File: config.mk
export PLATFORM = sky130hd
export DESIGN_NAME = ss_scan_decode
export DESIGN_NICKNAME = d
export VERILOG_FILES = /design/src/rtl/ss_pkg.sv /design/src/rtl/ss_seg_decode.sv /design/src/rtl/ss_scan_decode.sv
export SDC_FILE = /design/constraint.sdc
export NUM_CORES = 1
export LEC_CHECK = 0
export ABC_AREA = 1
export CORE_MARGIN = 5
export CORE_UTILIZATION = 53
export CTS_CLUSTER_DIAMETER = 60
export CTS_CLUSTER_SIZE = 14
export DETAILED_ROUTE_END_ITERATION = 8
export GPL_TIMING_DRIVEN = 1
export PLACE_DENSITY = 0.74
export SLEW_MARGIN = 15
export SYNTH_ARGS = -nofsm -noshare
export SYNTH_HDL_FRONTEND = slang
export SYNTH_HIERARCHICAL = 1
export SYNTH_SLANG_ARGS = --single-unit
File: constraint.sdc
create_clock -name clk -period 3.71 [get_ports clk]
set_input_delay 0.742 -clock clk [delete_from_list [all_inputs] [get_ports clk]]
set_output_delay 0.742 -clock clk [all_outputs]
set_load 0.03 [all_outputs]
File: src/rtl/ss_pkg.sv
// ss_pkg: shared definitions for the 7-segment scan decoder.
//   SEG_0..SEG_F : active-low segment patterns, bit order g..a (bit0 = a).
//   state_t      : digit qualification FSM states.
//   seg_to_nib   : pattern -> {valid, nibble}; unknown patterns give {0, 4'h0}.
package ss_pkg;

  localparam logic [6:0] SEG_0 = 7'h40;
  localparam logic [6:0] SEG_1 = 7'h79;
  localparam logic [6:0] SEG_2 = 7'h24;
  localparam logic [6:0] SEG_3 = 7'h30;
  localparam logic [6:0] SEG_4 = 7'h19;
  localparam logic [6:0] SEG_5 = 7'h12;
  localparam logic [6:0] SEG_6 = 7'h02;
  localparam logic [6:0] SEG_7 = 7'h78;
  localparam logic [6:0] SEG_8 = 7'h00;
  localparam logic [6:0] SEG_9 = 7'h10;
  localparam logic [6:0] SEG_A = 7'h08;
  localparam logic [6:0] SEG_B = 7'h03;
  localparam logic [6:0] SEG_C = 7'h46;
  localparam logic [6:0] SEG_D = 7'h21;
  localparam logic [6:0] SEG_E = 7'h06;
  localparam logic [6:0] SEG_F = 7'h0E;

  typedef enum logic [1:0] {
    BLANK  = 2'd0,
    SETTLE = 2'd1,
    HELD   = 2'd2
  } state_t;

  function automatic logic [4:0] seg_to_nib(input logic [6:0] seg);
    logic [4:0] r;
    r = 5'b0;
    case (seg)
      SEG_0:   r = {1'b1, 4'h0};
      SEG_1:   r = {1'b1, 4'h1};
      SEG_2:   r = {1'b1, 4'h2};
      SEG_3:   r = {1'b1, 4'h3};
      SEG_4:   r = {1'b1, 4'h4};
      SEG_5:   r = {1'b1, 4'h5};
      SEG_6:   r = {1'b1, 4'h6};
      SEG_7:   r = {1'b1, 4'h7};
      SEG_8:   r = {1'b1, 4'h8};
      SEG_9:   r = {1'b1, 4'h9};
      SEG_A:   r = {1'b1, 4'hA};
      SEG_B:   r = {1'b1, 4'hB};
      SEG_C:   r = {1'b1, 4'hC};
      SEG_D:   r = {1'b1, 4'hD};
      SEG_E:   r = {1'b1, 4'hE};
      SEG_F:   r = {1'b1, 4'hF};
      default: r = 5'b0;
    endcase
    return r;
  endfunction

endpackage

File: src/rtl/ss_seg_decode.sv
// ss_seg_decode: combinational active-low 7-segment pattern to hex nibble.
//   seg_n [6:0] in  : segment pattern, bit0 = a .. bit6 = g, active-low
//   nib   [3:0] out : decoded nibble (0 when the pattern is not a hex glyph)
//   valid       out : pattern is one of the 16 hex glyphs
module ss_seg_decode
  import ss_pkg::*;
(
  input  logic [6:0] seg_n,
  output logic [3:0] nib,
  output logic       valid
);

  always_comb begin
    {valid, nib} = seg_to_nib(seg_n);
  end

endmodule

File: src/rtl/ss_scan_decode.sv
// ss_scan_decode: samples a multiplexed active-low 7-segment bus, qualifies
// each digit for stability, decodes it and assembles a frame word.
//   clk, rst          : clock, synchronous active-high reset
//   seg_n [6:0]       : segment lines, active-low, bit0 = a .. bit6 = g
//   dig_n [DIGITS-1:0]: digit selects, active-low, bit k = digit k (k=0 is LS nibble)
//   value             : last complete frame, 4 bits per digit
//   frame_valid       : one-cycle pulse when value/digit_err/err update
//   err               : some digit of the published frame was undecodable
//   digit_err         : per-digit undecodable flags of the published frame
// Optional (macro SS_SCAN_DECODE_DP_EN):
//   dp_n              : active-low decimal point, synchronized with seg_n
//   dp [DIGITS-1:0]   : captured decimal points, published with value
// Output protocol: there is no backpressure. frame_valid is a single-cycle
// strobe; value, digit_err, err (and dp) change only on that cycle and then
// hold until the next frame, so a consumer samples them when frame_valid=1.
// The FSM state is held in `state` (type state_t) for observation.
module ss_scan_decode
  import ss_pkg::*;
#(
  parameter int DIGITS     = 4,
  parameter int STABLE_CYC = 4
) (
  input  logic                  clk,
  input  logic                  rst,
  input  logic [6:0]            seg_n,
  input  logic [DIGITS-1:0]     dig_n,
`ifdef SS_SCAN_DECODE_DP_EN
  input  logic                  dp_n,
  output logic [DIGITS-1:0]     dp,
`endif
  output logic [4*DIGITS-1:0]   value,
  output logic                  frame_valid,
  output logic                  err,
  output logic [DIGITS-1:0]     digit_err
);

  localparam logic [7:0] STABLE_THR = 8'(STABLE_CYC);

  // Two-flop synchronizers (q1 -> s) plus the previous synchronized sample (p).
  logic [6:0]        seg_q1, seg_s, seg_p;
  logic [DIGITS-1:0] dig_q1, dig_s, dig_p;
`ifdef SS_SCAN_DECODE_DP_EN
  logic              dp_q1, dp_s, dp_p;
  logic [DIGITS-1:0] dpc;
`endif

  state_t            state, state_n;
  logic [7:0]        cnt, cnt_n;
  logic              capture;
  logic              single;
  logic              changed;
  logic [DIGITS-1:0] seen;
  logic [4*DIGITS-1:0] nib;
  logic [DIGITS-1:0] derr;
  logic              frame_done;
  logic [3:0]        dec_nib;
  logic              dec_valid;

  ss_seg_decode u_dec (
    .seg_n (seg_s),
    .nib   (dec_nib),
    .valid (dec_valid)
  );

  always_comb begin
    single     = $onehot(~dig_s);
    frame_done = &seen;
`ifdef SS_SCAN_DECODE_DP_EN
    changed = (seg_s != seg_p) || (dig_s != dig_p) || (dp_s != dp_p);
`else
    changed = (seg_s != seg_p) || (dig_s != dig_p);
`endif
  end

  // Next-state logic. cnt counts identical consecutive samples of a single-select
  // pattern, including the one that entered SETTLE.
  always_comb begin
    state_n = state;
    cnt_n   = cnt;
    capture = 1'b0;
    case (state)
      BLANK: begin
        cnt_n = 8'd0;
        if (single) begin
          state_n = SETTLE;
          cnt_n   = 8'd1;
        end
      end
      SETTLE: begin
        if (!single) begin
          state_n = BLANK;
          cnt_n   = 8'd0;
        end else if (changed) begin
          cnt_n = 8'd1;
        end else begin
          cnt_n = (cnt == 8'hFF) ? cnt : 8'(cnt + 8'd1);
          if (cnt_n >= STABLE_THR) begin
            capture = 1'b1;
            state_n = HELD;
          end
        end
      end
      HELD: begin
        if (changed) begin
          if (single) begin
            state_n = SETTLE;
            cnt_n   = 8'd1;
          end else begin
            state_n = BLANK;
            cnt_n   = 8'd0;
          end
        end
      end
      default: begin
        state_n = BLANK;
        cnt_n   = 8'd0;
      end
    endcase
  end

  always_ff @(posedge clk) begin
    if (rst) begin
      seg_q1      <= '1;
      seg_s       <= '1;
      seg_p       <= '1;
      dig_q1      <= '1;
      dig_s       <= '1;
      dig_p       <= '1;
      state       <= BLANK;
      cnt         <= 8'd0;
      seen        <= '0;
      nib         <= '0;
      derr        <= '0;
      value       <= '0;
      frame_valid <= 1'b0;
      err         <= 1'b0;
      digit_err   <= '0;
`ifdef SS_SCAN_DECODE_DP_EN
      dp_q1       <= 1'b1;
      dp_s        <= 1'b1;
      dp_p        <= 1'b1;
      dpc         <= '0;
      dp          <= '0;
`endif
    end else begin
      seg_q1      <= seg_n;
      seg_s       <= seg_q1;
      seg_p       <= seg_s;
      dig_q1      <= dig_n;
      dig_s       <= dig_q1;
      dig_p       <= dig_s;
      state       <= state_n;
      cnt         <= cnt_n;
      frame_valid <= frame_done;
`ifdef SS_SCAN_DECODE_DP_EN
      dp_q1       <= dp_n;
      dp_s        <= dp_q1;
      dp_p        <= dp_s;
`endif
      // Publish uses the collected nibbles from before this edge's capture.
      if (frame_done) begin
        value     <= nib;
        digit_err <= derr;
        err       <= |derr;
`ifdef SS_SCAN_DECODE_DP_EN
        dp        <= dpc;
`endif
      end
      // A capture on the publishing edge starts the next frame's seen set.
      for (int k = 0; k < DIGITS; k++) begin
        if (capture && !dig_s[k]) begin
          nib[4*k +: 4] <= dec_valid ? dec_nib : 4'h0;
          derr[k]       <= !dec_valid;
          seen[k]       <= 1'b1;
`ifdef SS_SCAN_DECODE_DP_EN
          dpc[k]        <= ~dp_s;
`endif
        end else if (frame_done) begin
          seen[k] <= 1'b0;
        end
      end
    end
  end

endmodule
Yosys cells after proc, flatten, opt, wreduce, memory -nomap -nowiden
Cells that the tools add are included.

Output and inout port bits: 22. Input bits: 13. Bits in registers: 89.

Order comparisons: 1. Reductions and logical operators: 19. $add $sub $neg: 4. Bitwise operators: 1. Equal/unequal tests: 25. Muxes and demuxes: 24.

Operators by type and width (number): $pmux W5 S16 (1); $mux W8 (4); $eq A7 B7 Y1 const B (4); $pmux W8 S3 (1); $eq A7 B5 Y1 const B (3); $eq A7 B6 Y1 const B (3); $eq A7 B2 Y1 const B (2); $eq A7 B4 Y1 const B (2); $mux W1 (11); $mux W2 (5); $add A8 B1 Y8 const B (1); $eq A8 B8 Y1 const B (1); $ge A8 B3 Y1 const B (1); $reduce_and A4 Y1 (2); $reduce_bool A2 Y1 (4); $eq A7 B3 Y1 const B (1); $logic_not A7 Y1 (1); $ne A7 B7 Y1 (1); $ne A3 B3 Y1 const B (2); $pmux W2 S3 (1); $logic_not A1 Y1 (5); $add A1 B1 Y2 (2); $logic_and A1 B1 Y1 (4); $mux W4 (1); 10 further kinds (11).

Logic depth before layout (Yosys ltp)
Gate-level depths: netlist (run 1).

Depth after elaboration: 9. Mapped depth: 13. Gate-level depth less buffers: 13.

Cells and area by module
Netlist (run 1), hierarchy kept.

Modules (own cells, without submodules): ss_scan_decode (cells an instance 445, instances 1, area each 3515.9 um2); ss_seg_decode (cells an instance 74, instances 1, area each 344.1 um2).

Least setup slack after synthesis (run 1)
No wires, ideal clock.

Path kind: register to register. Start point: register dig_s[0]. End point: register derr[0]. Buffers on the path: 1. Library setup time: 113 ps. Slack: 1418 ps. Cell stages (with the launch flop): 12. Arrival time: 2179 ps. Path through: dfxtp_1 > fa_1 > inv_1 > ha_1 > ha_1 > nor3_1 > nand2_1 > inv_1 > nand4_2 > buf_6 > nor2_1 > nor2_1.

Longest elaborated chain between the ends: 7.

Ends and longest elaborated chain: start, declared (line ss_scan_decode.sv:41) `logic [DIGITS-1:0] dig_q1, dig_s, dig_p;`; start signal, assigned (line ss_scan_decode.sv:150) `dig_s <= dig_q1;`; $not A4 Y4 (line ss_scan_decode.sv:66) `single = $onehot(~dig_s);`; $add A1 B1 Y2 (implied by the code) (line ss_scan_decode.sv:66); $add A2 B2 Y3 (implied by the code) (line ss_scan_decode.sv:66); $eq A3 B1 Y1 (line ss_scan_decode.sv:66); $mux W1 (line ss_scan_decode.sv:90) `if (!single) begin`; $mux W1 (line ss_scan_decode.sv:81) `case (state)`; $logic_and A1 B1 Y1 * (line ss_scan_decode.sv:171) `if (capture && !dig_s[k]) begin`; end signal, assigned by index (line ss_scan_decode.sv:173) `derr[k] <= !dec_valid;`; end, declared (line ss_scan_decode.sv:54) `logic [DIGITS-1:0] derr;`.

Every way passes the cells marked *; elsewhere a longest branch is shown, timed or not. A chain may end at the register's enable or synchronous reset.

Worst setup path after layout (run 1)
Start point: register dig_s[0]. End point: register nib[2].

Longest elaborated chain between the ends: 7.

Ends and longest elaborated chain: $not A4 Y4 (line ss_scan_decode.sv:66); $add A1 B1 Y2 (implied by the code) (line ss_scan_decode.sv:66); $add A2 B2 Y3 (implied by the code) (line ss_scan_decode.sv:66); $eq A3 B1 Y1 (line ss_scan_decode.sv:66); $mux W1 (line ss_scan_decode.sv:90); $mux W1 (line ss_scan_decode.sv:81); $logic_and A1 B1 Y1 * (line ss_scan_decode.sv:171); end signal, assigned by index (line ss_scan_decode.sv:172) `nib[4*k +: 4] <= dec_valid ? dec_nib : 4'h0;`; end, declared (line ss_scan_decode.sv:53) `logic [4*DIGITS-1:0] nib;`.

Marks and branches as above.

==> impl_metrics.tcl, run 1 <==
set metrics [dict create \
    cp-end-kind "register" \
    wl_per_cell_um 10.87 \
    core_area_mm2 0.007176 \
    ys_seq_area_share_pct 46.16 \
    fin_total_pwr_mw 1.772 \
    synth_most_common_cell "nand2_1" \
    rows 31 \
    start_util_pct 53.79 \
    cp_top_family "adder cells" \
    cts_resized 0 \
    diodes 0 \
    ys_top_cells_by_count "nand2_1, dfxtp_1, nor2_1" \
    place_inst 637 \
    post_cts_buffers 0 \
    period_share_pct 70.51 \
    clk_latency_ps 350 \
    min_path_type "register to register" \
    grt_use_total_pct 17.23 \
    place_ws_ps 1143 \
    ys.flop_type "dfxtp_1" \
    max_cap_violations 0 \
    clk_pin_slew_ps 90 \
    ctsHoldBuffers 0 \
    dpl-instance-area_mm2 0.004240 \
    synth_nets 536 \
    cp-start-kind "register" \
    cts_sinks 89 \
    holdWs_ps 413.0 \
    die-width_um 95.34 \
    io_buffers 34 \
    worstPathArrival_ps 2860 \
    setup_slack_ps 1094 \
    fp.dieArea_mm2 0.009090 \
    drive_above_1_share_pct 14.98 \
    drt_pass1_iterations 4 \
    finalCriticalPeriod_ps 2616 \
    cts-buffers-inserted 9 \
    route.detailed.drc 0 \
    yosys.area.top_type "dfxtp_1" \
    ff2ff_setup_slack_ps 1090 \
    worstMarginPinSlew_ps 932.7 \
    place.gp.congestion 0.8331 \
    synth.area.top_cells "dfxtp_1, nand2_1, nor2_1" \
    finalHoldViolCount 0 \
    crit_path_max_fanout 11 \
    crit_type "register to register" \
    fin_cells 653 \
    grt_first_pass_wirelength_um 12360 \
    power_density_mw_per_mm2 398.1 \
    rsz0062_at_grt "no" \
    syn_area_per_cell_um2 7.437 \
    critPathSlowestCell "fa_1" \
    dp_hpwl_um 5081 \
    p_leak_nw 2.174 \
    cts_htree_levels 3 \
    grt_overflow 0 \
    ys_warn_count 6 \
    cts_tree "yes" \
    drtAntennaViolNets 0 \
    vias 3069 \
    setup_viol 0 \
    max_freq_mhz 382.3 \
    final_core_util_pct 62.02 \
    synth_top_area_share_pct 46.16 \
    fin_skew_ps 12.65 \
    routed_via_density 4.700 \
    drv_slew 0 \
    status "completed" \
    ys_ff_latch 89 \
    ir_drop_uv 206.6 \
    wirelength_um 7101 \
    nets 566 \
    worst_ep_required_time_ps 3950 \
    antenna_found_initial 0 \
    grt_pass1_vias 2809 \
    first_iter_violations 158 \
    clockRootBuffer "clkbuf_8" \
    fp.dieH_um 95.34 \
    fin_setup_tns_ps 0 \
    cp_num_buf_inv 2 \
    clockBufferDepth 2 \
    cp_cell_sequence "fa_1 > inv_1 > ha_1 > ha_1 > nor3_1 > nand2_1 > inv_1 > nand4_2 > nor2_1 > nor2_1" \
    synth_edf_count 0 \
    async_reset_ff_share_pct 0 \
    grt_max_degree 43 \
    area_growth_pct 15.30 \
    relSlewSlack_pct 37.75 \
    yosysUniqueCellTypes 33 \
    pin_count 35 \
    syn_area_mm2 0.003860 \
    final_area_mm2 0.004451 \
    cpPeakStageDelay_ps 540 \
    synthCells 519 \
]
[state kept, by name, summed over array words and instances (netlist names)]
register	flops
seen	4
dig_s	4
cnt	8
derr	4
dig_q1	4
value	16
digit_err	4
frame_valid	1
nib	16
dig_p	4
state	2
seg_p	7
seg_s	7
seg_q1	7
err	1
[layer usage]
layer  track usage [%]  part of all wire [%]
met5                 0                     0
met4             5.409                   1.3
met1             21.32                    45
met2             30.20                    49
met3             3.157                   3.8
[cell usage in the layout (no fill, tap or decap), types with 2 or more instances in the layout]
| master | netlist | layout |
|---|---|---|
| dfxtp_1 | 89 | 89 |
| inv_6 | 0 | 3 |
| ha_1 | 3 | 3 |
| nor2_4 | 4 | 4 |
| nor3_1 | 4 | 4 |
| o21ai_1 | 2 | 2 |
| nand2_4 | 2 | 2 |
| clkbuf_8 | 0 | 10 |
| nand2_1 | 134 | 134 |
| xor2_1 | 2 | 2 |
| nand3_1 | 10 | 10 |
| nor2_1 | 69 | 69 |
| nand2_2 | 6 | 6 |
| inv_1 | 53 | 53 |
| nand4_1 | 2 | 2 |
| xnor2_1 | 9 | 9 |
| nand3_2 | 3 | 3 |
| clkdlybuf4s50_1 | 0 | 34 |
| or2_2 | 27 | 27 |
| a21oi_1 | 33 | 33 |
| inv_2 | 9 | 9 |
| nand4_2 | 4 | 4 |
| nor2_2 | 8 | 8 |
| buf_4 | 0 | 2 |
| o21ai_0 | 20 | 20 |
[final timing paths]
| check | end | depth (start not counted) | startpoint |
|---|---|---|---|
| worst min register to register | dig_s[2] | 1 | dig_q1[2] |
| worst max-delay path | nib[2] | 10 | dig_s[0] |
| worst max register to register | nib[2] | 10 | dig_s[0] |
| worst min-delay path | dig_s[2] | 1 | dig_q1[2] |
[cell type report]
| class | instances | area, um2 |
|---|---|---|
| Inverter | 63 | 236.5 |
| Multi-Input combinational cell | 350 | 1743 |
| Clock buffer | 10 | 137.6 |
| Tap cell | 99 | 123.9 |
| Clock inverter | 6 | 72.57 |
| Timing Repair Buffer | 36 | 355.3 |
| Fill cell | 629 | 2725 |
| Sequential cell | 89 | 1782 |
[power by group]
group          switching, mW  internal [mW]  leakage (nW)
registers             0.0129          0.972         0.724
clock network          0.352          0.341         0.110
logic                 0.0529         0.0417          1.34
[logic make-up after synthesis]
| group | share of synthesized area (%) |
|---|---|
| AOI/OAI and AO/OA | 7.553 |
| and+or+nand+nor | 33.61 |
| xor gates and xnor gates | 2.496 |
| buffers and inverters | 8.687 |
| adders and majority gates | 1.491 |
| DFF | 46.16 |
No activity file was read; power rests on OpenSTA's default activity.
==> inputs of run 2 (changes only) <==
CORE_UTILIZATION = 51   (was 53)
PLACE_DENSITY = 0.75   (was 0.74)
clock period = 2.4 ns   (was 3.71 ns; I/O delays follow)
==> run 2 against run 1 <==
  * Core utilization grew 2.0 points
  * Flip-flop and latch count is the same
  * First-iteration DRC count grew 15%
==> impl_metrics.tcl, run 2 (synthesis gave the netlist of run 1 again) <==
set metrics [dict create \
    cp_top_family "adder cells" \
    grt_overflow 0 \
    diodes 0 \
    rows 31 \
    worst-r2r-cell-count 11 \
    cp-start-kind "register" \
    cts-buffers-inserted 9 \
    clockRootBuffer "clkbuf_8" \
    finalHoldViolCount 0 \
    cp-end-kind "register" \
    cp_num_buf_inv 3 \
    crit_cells 11 \
    cts_tree "yes" \
    wl_per_cell_um 12.15 \
    worstPathArrival_ps 2560 \
    crit_type "register to register" \
    ir_drop_uv 354.4 \
    clk_latency_ps 360 \
    switchingPower_mw 0.6633 \
    max_cap_violations 0 \
    drv_slew 0 \
    power_density_mw_per_mm2 586.5 \
    grtUsageMet2_pct 27.44 \
    fin_skew_ps 14.18 \
    grt_use_total_pct 16.97 \
    worstMarginPinSlew_ps 649.4 \
    whs_path_depth 1 \
    p_leak_nw 2.266 \
    nets 582 \
    start_util_pct 52.93 \
    core_area_mm2 0.007292 \
    period_share_pct 96.27 \
    drive_above_1_share_pct 18.80 \
    cpPeakStageDelay_ps 540 \
    critPathSlowestCell "fa_1" \
    swShare_pct 24.22 \
    use_met1_pct 21.99 \
    first_iter_violations 181 \
    vias 3219 \
    dpl-instance-area_mm2 0.004285 \
    fp.dieArea_mm2 0.009408 \
    worst_ep_required_time_ps 2650 \
    route.detailed.drc 0 \
    grt.busiest_layer "met2" \
    drtAntennaViolNets 0 \
    die-width_um 97.00 \
    dp_hpwl_um 5344 \
    pwr-share-seq_pct 55.6 \
    layout_commonest_cell "nand2_1" \
    cts_sinks 89 \
    crit_path_max_fanout 5 \
    final_cell_mix "nand2_1, dfxtp_1, nor2_1" \
    combPwrFrac_pct 7.5 \
    routed_via_density 4.819 \
    holdWs_ps 412.8 \
    setup_viol 0 \
    cp_cell_sequence "fa_1 > inv_1 > ha_4 > ha_4 > nor3_4 > nand2_2 > inv_4 > buf_4 > nand4_2 > nor2_1 > nor2_1" \
    clk_pin_slew_ps 80 \
    grt_first_pass_wirelength_um 13420 \
    finalCriticalPeriod_ps 2311 \
    area_growth_pct 20.97 \
    pin_count 35 \
    cts_htree_levels 3 \
    drt_pass1_iterations 4 \
    place.gp.congestion 0.8247 \
    antenna_found_initial 0 \
    relSlewSlack_pct 56.66 \
    final_area_mm2 0.004669 \
    met3_usage_pct 3.453 \
    grt_max_degree 48 \
    clockPowerShare_pct 36.9 \
    min_path_type "register to register" \
    clockBufferDepth 2 \
    cell_internal_pwr_mw 2.075 \
    max_freq_mhz 432.8 \
    largestRegisters "nib (16), value (16), cnt (8)" \
    wirelength_um 8116 \
    grt_pass1_vias 2958 \
    fp.dieH_um 97.00 \
    io_buffers 34 \
    status "completed" \
    final_core_util_pct 64.04 \
]
[run 2: area by class of cell]
class	count	area (um2)
Fill cell	629	2623
Multi-Input combinational cell	354	1874
Sequential cell	89	1783
Timing Repair Buffer	48	457.9
Inverter	63	239.0
Clock buffer	9	123.9
Tap cell	99	123.9
Clock inverter	6	67.56
[run 2: power groups by stage]
stage | Sequential, mW | Clock (mW) | Combinational, mW
after floorplan | 1.55 | 0 | 0.107
after global placement | 1.55 | 0 | 0.152
after detailed placement | 1.56 | 0 | 0.157
after CTS | 1.52 | 1.03 | 0.173
after global routing | 1.53 | 1.09 | 0.227
final | 1.52 | 1.01 | 0.205
[run 2: metrics by stage]
step | setup TNS (ps) | setup slack, ps | cells | power, mW
2_1_floorplan | 0 | 108.0 | 519 | 1.660
3_3_place_gp | -466.0 | -46.24 | 643 | 1.707
3_5_place_dp | -5343 | -212.9 | 643 | 1.713
4_1_cts | 0 | 38.76 | 660 | 2.720
5_1_grt | -11.74 | -4.906 | 668 | 2.843
6_report | 0 | 89.42 | 668 | 2.739
[run 2: worst reg2reg max path, stage by stage (launching register included)]
cell and delay [ps]:
dfxtp_2 340, fa_1 540, inv_1 70, ha_4 160
ha_4 220, nor3_4 160, nand2_2 100, inv_4 90
buf_4 150, nand4_2 180, nor2_1 160, nor2_1 60
[run 2: repair_timing]
| item | 4_1_cts | 5_1_grt |
|---|---|---|
| hold buffers | 0 | 0 |
| cloned | 0 | 4 |
| resized for setup | 9 | 7 |
| endpoints found under the setup margin | 32 | 28 |
| setup buffers | 2 | 4 |
| hold endpoints to repair | 0 | 0 |
| pin swaps | 2 | 4 |
[run 2: final timing paths]
kind / startpoint / end / slack, ps
max: dig_s[0] / nib[9] / 90
min: seg_q1[5] / seg_s[5] / 410
max reg2reg: dig_s[0] / nib[9] / 90
min reg2reg: seg_q1[5] / seg_s[5] / 410
[run 2: per-layer routing]
layer	vias to the layer above	routed length, um
met3	10	408
met5	-	0
met4	0	107
met1	1448	3717
li1	1696	-
met2	65	3883
==> inputs of run 3 (changes only) <==
--- a/config.mk
+++ b/config.mk
@@ -14,3 +14,3 @@
 export GPL_TIMING_DRIVEN = 1
-export PLACE_DENSITY = 0.75
+export PLACE_DENSITY_LB_ADDON = 0.25
 export SLEW_MARGIN = 15
==> constraint.sdc (replaced) <==
create_clock -name clk -period 2.4 [get_ports clk]
set_input_delay 0.36 -clock clk [delete_from_list [all_inputs] [get_ports clk]]
set_output_delay 0.36 -clock clk [all_outputs]
set_load 0.03 [all_outputs]
==> run 3 against run 2 <==
  * Critical endpoint is now nib[15]
  * Sequential share of layout area rose by 0.94 points
  * Hold slack improved by 2.1 ps
  * Core utilization fell by 1.5 points
  * Clock power barely moved
  * Wire length fell by 7.8%
  * First-iteration DRC count fell by 13%
==> impl_metrics.tcl, run 3 (synthesis gave the netlist of run 1 again) <==
set metrics [dict create \
    fin_total_pwr_mw 2.695 \
    cts_sinks 89 \
    core_area_mm2 0.007292 \
    ff2ff_setup_slack_ps 140 \
    cp_cell_sequence "fa_1 > inv_1 > ha_2 > ha_4 > nor3_4 > nand2_2 > clkinv_4 > nand4_4 > nand2_1 > nand2_1 > nor2_1" \
    worstPathArrival_ps 2540 \
    p_leak_nw 2.189 \
    grt_max_degree 48 \
    rows 31 \
    drt_pass1_iterations 5 \
    drv_slew 0 \
    cpPeakStageDelay_ps 520 \
    finalHoldViolCount 0 \
    fp.dieArea_mm2 0.009408 \
    setup_viol 0 \
    holdWs_ps 414.9 \
    grt_first_pass_wirelength_um 12930 \
    largestRegisters "nib (16), value (16), cnt (8)" \
    grt_overflow 0 \
    nets 570 \
    crit_type "register to register" \
    cts_htree_levels 3 \
    pwr-share-seq_pct 56.4 \
    min_path_type "register to register" \
    wirelength_um 7484 \
    fill_cells 677 \
    final_area_mm2 0.004557 \
    clk_latency_ps 350 \
    period_share_pct 93.97 \
    switchingPower_mw 0.6386 \
    power_density_mw_per_mm2 591.4 \
    ir_drop_uv 468.3 \
    routed_via_density 4.747 \
    area_growth_pct 18.06 \
    cts_tree "yes" \
    cp-end-kind "register" \
    fp.dieH_um 97.00 \
    dpl-instance-area_mm2 0.004290 \
    io_buffers 34 \
    worstMarginPinSlew_ps 444.4 \
    wl_per_cell_um 11.39 \
    critPathSlowestCell "fa_1" \
    cts-buffers-inserted 9 \
    route.detailed.drc 0 \
    start_util_pct 52.93 \
    die-width_um 97.00 \
    post_cts_buffers 0 \
    relSlewSlack_pct 70.37 \
    clockBufferDepth 2 \
    pin_count 35 \
    grt_pass1_vias 2912 \
    cp-start-kind "register" \
    drtAntennaViolNets 0 \
    final_cell_mix "nand2_1, dfxtp_1, nor2_1" \
    clockRootBuffer "clkbuf_8" \
    drive_above_1_share_pct 17.03 \
    place.gp.congestion 0.8147 \
    clockPowerShare_pct 37.4 \
    path_common_cell "nand2_1" \
    status "completed" \
    clk_pin_slew_ps 90 \
    first_iter_violations 157 \
    worst_ep_required_time_ps 2690 \
    dp_hpwl_um 5259 \
    cell_internal_pwr_mw 2.056 \
    swShare_pct 23.69 \
    fin_skew_ps 11.00 \
    crit_path_max_fanout 11 \
    antenna_found_initial 0 \
    max_freq_mhz 443.4 \
    vias 3119 \
    grt_use_total_pct 16.30 \
    diodes 0 \
    combPwrFrac_pct 6.2 \
    max_cap_violations 0 \
    finalCriticalPeriod_ps 2255 \
    layout_commonest_cell "nand2_1" \
]
[run 3: cell count changes in the layout (fill, tap and decap cells not counted), sizes merged]
cell      previous run  this run
buf                 14         6
nand4               10         6
inv                 64        62
clkbuf               9        10
clkinvlp             2         3
clkinv               2         3
[run 3: repair_timing]
item                                    CTS  global route
pin swaps                                 2             9
endpoints found under the setup margin   30            27
gates resized for setup                   7             9
hold buffers                              0             0
[run 3: final cells by class]
class                           count  area, um2  area share [%]
Clock buffer                       10      127.6           2.801
Sequential cell                    89       1783           39.13
Tap cell                           99      123.9           2.718
Inverter                           63      241.5           5.299
Multi-Input combinational cell    350       1817           39.87
Clock inverter                      6      66.31           1.455
Timing Repair Buffer               40      397.9           8.731
[run 3: worst max-delay path: cells and delay by family, from the launching register on]
family | cells | cell delay, ps
buf+inv | 2 | 150
simple gates | 6 | 760
fa+ha+maj | 3 | 930
flops | 1 | 340
[run 3: worst paths after layout]
path,cells after the start,endpoint,start
max,11,nib[15],dig_s[0]
min,1,dig_s[2],dig_q1[2]
max reg2reg,11,nib[15],dig_s[0]
min reg2reg,1,dig_s[2],dig_q1[2]
[run 3: stage by stage]
| stage | utilization [%] | setup TNS, ps | instances | worst slack (ps) |
|---|---|---|---|---|
| finish | 62.49 | 0 | 657 | 144.7 |
| global placement | 58.84 | -484.3 | 642 | -54.38 |
| floorplan | - | 0 | 519 | 108.0 |
| global route | 62.49 | -96.29 | 657 | -25.94 |
| CTS | 62.08 | 0 | 658 | 62.91 |
| detailed placement | 58.84 | -1818 | 642 | -101.5 |
[run 3: power groups by stage]
stage	logic, mW	registers [mW]	clock network [mW]
5_1_grt	0.189	1.53	1.10
6_report	0.167	1.52	1.01
2_1_floorplan	0.107	1.55	0
3_5_place_dp	0.154	1.56	0
4_1_cts	0.163	1.52	1.03
3_3_place_gp	0.151	1.55	0
[run 3: routing by layer]
metal,GRT usage (%),share of wire [%]
met1,20.86,46
met2,26.86,49
met3,5.036,4.9
met4,3.888,0.44
met5,0,0
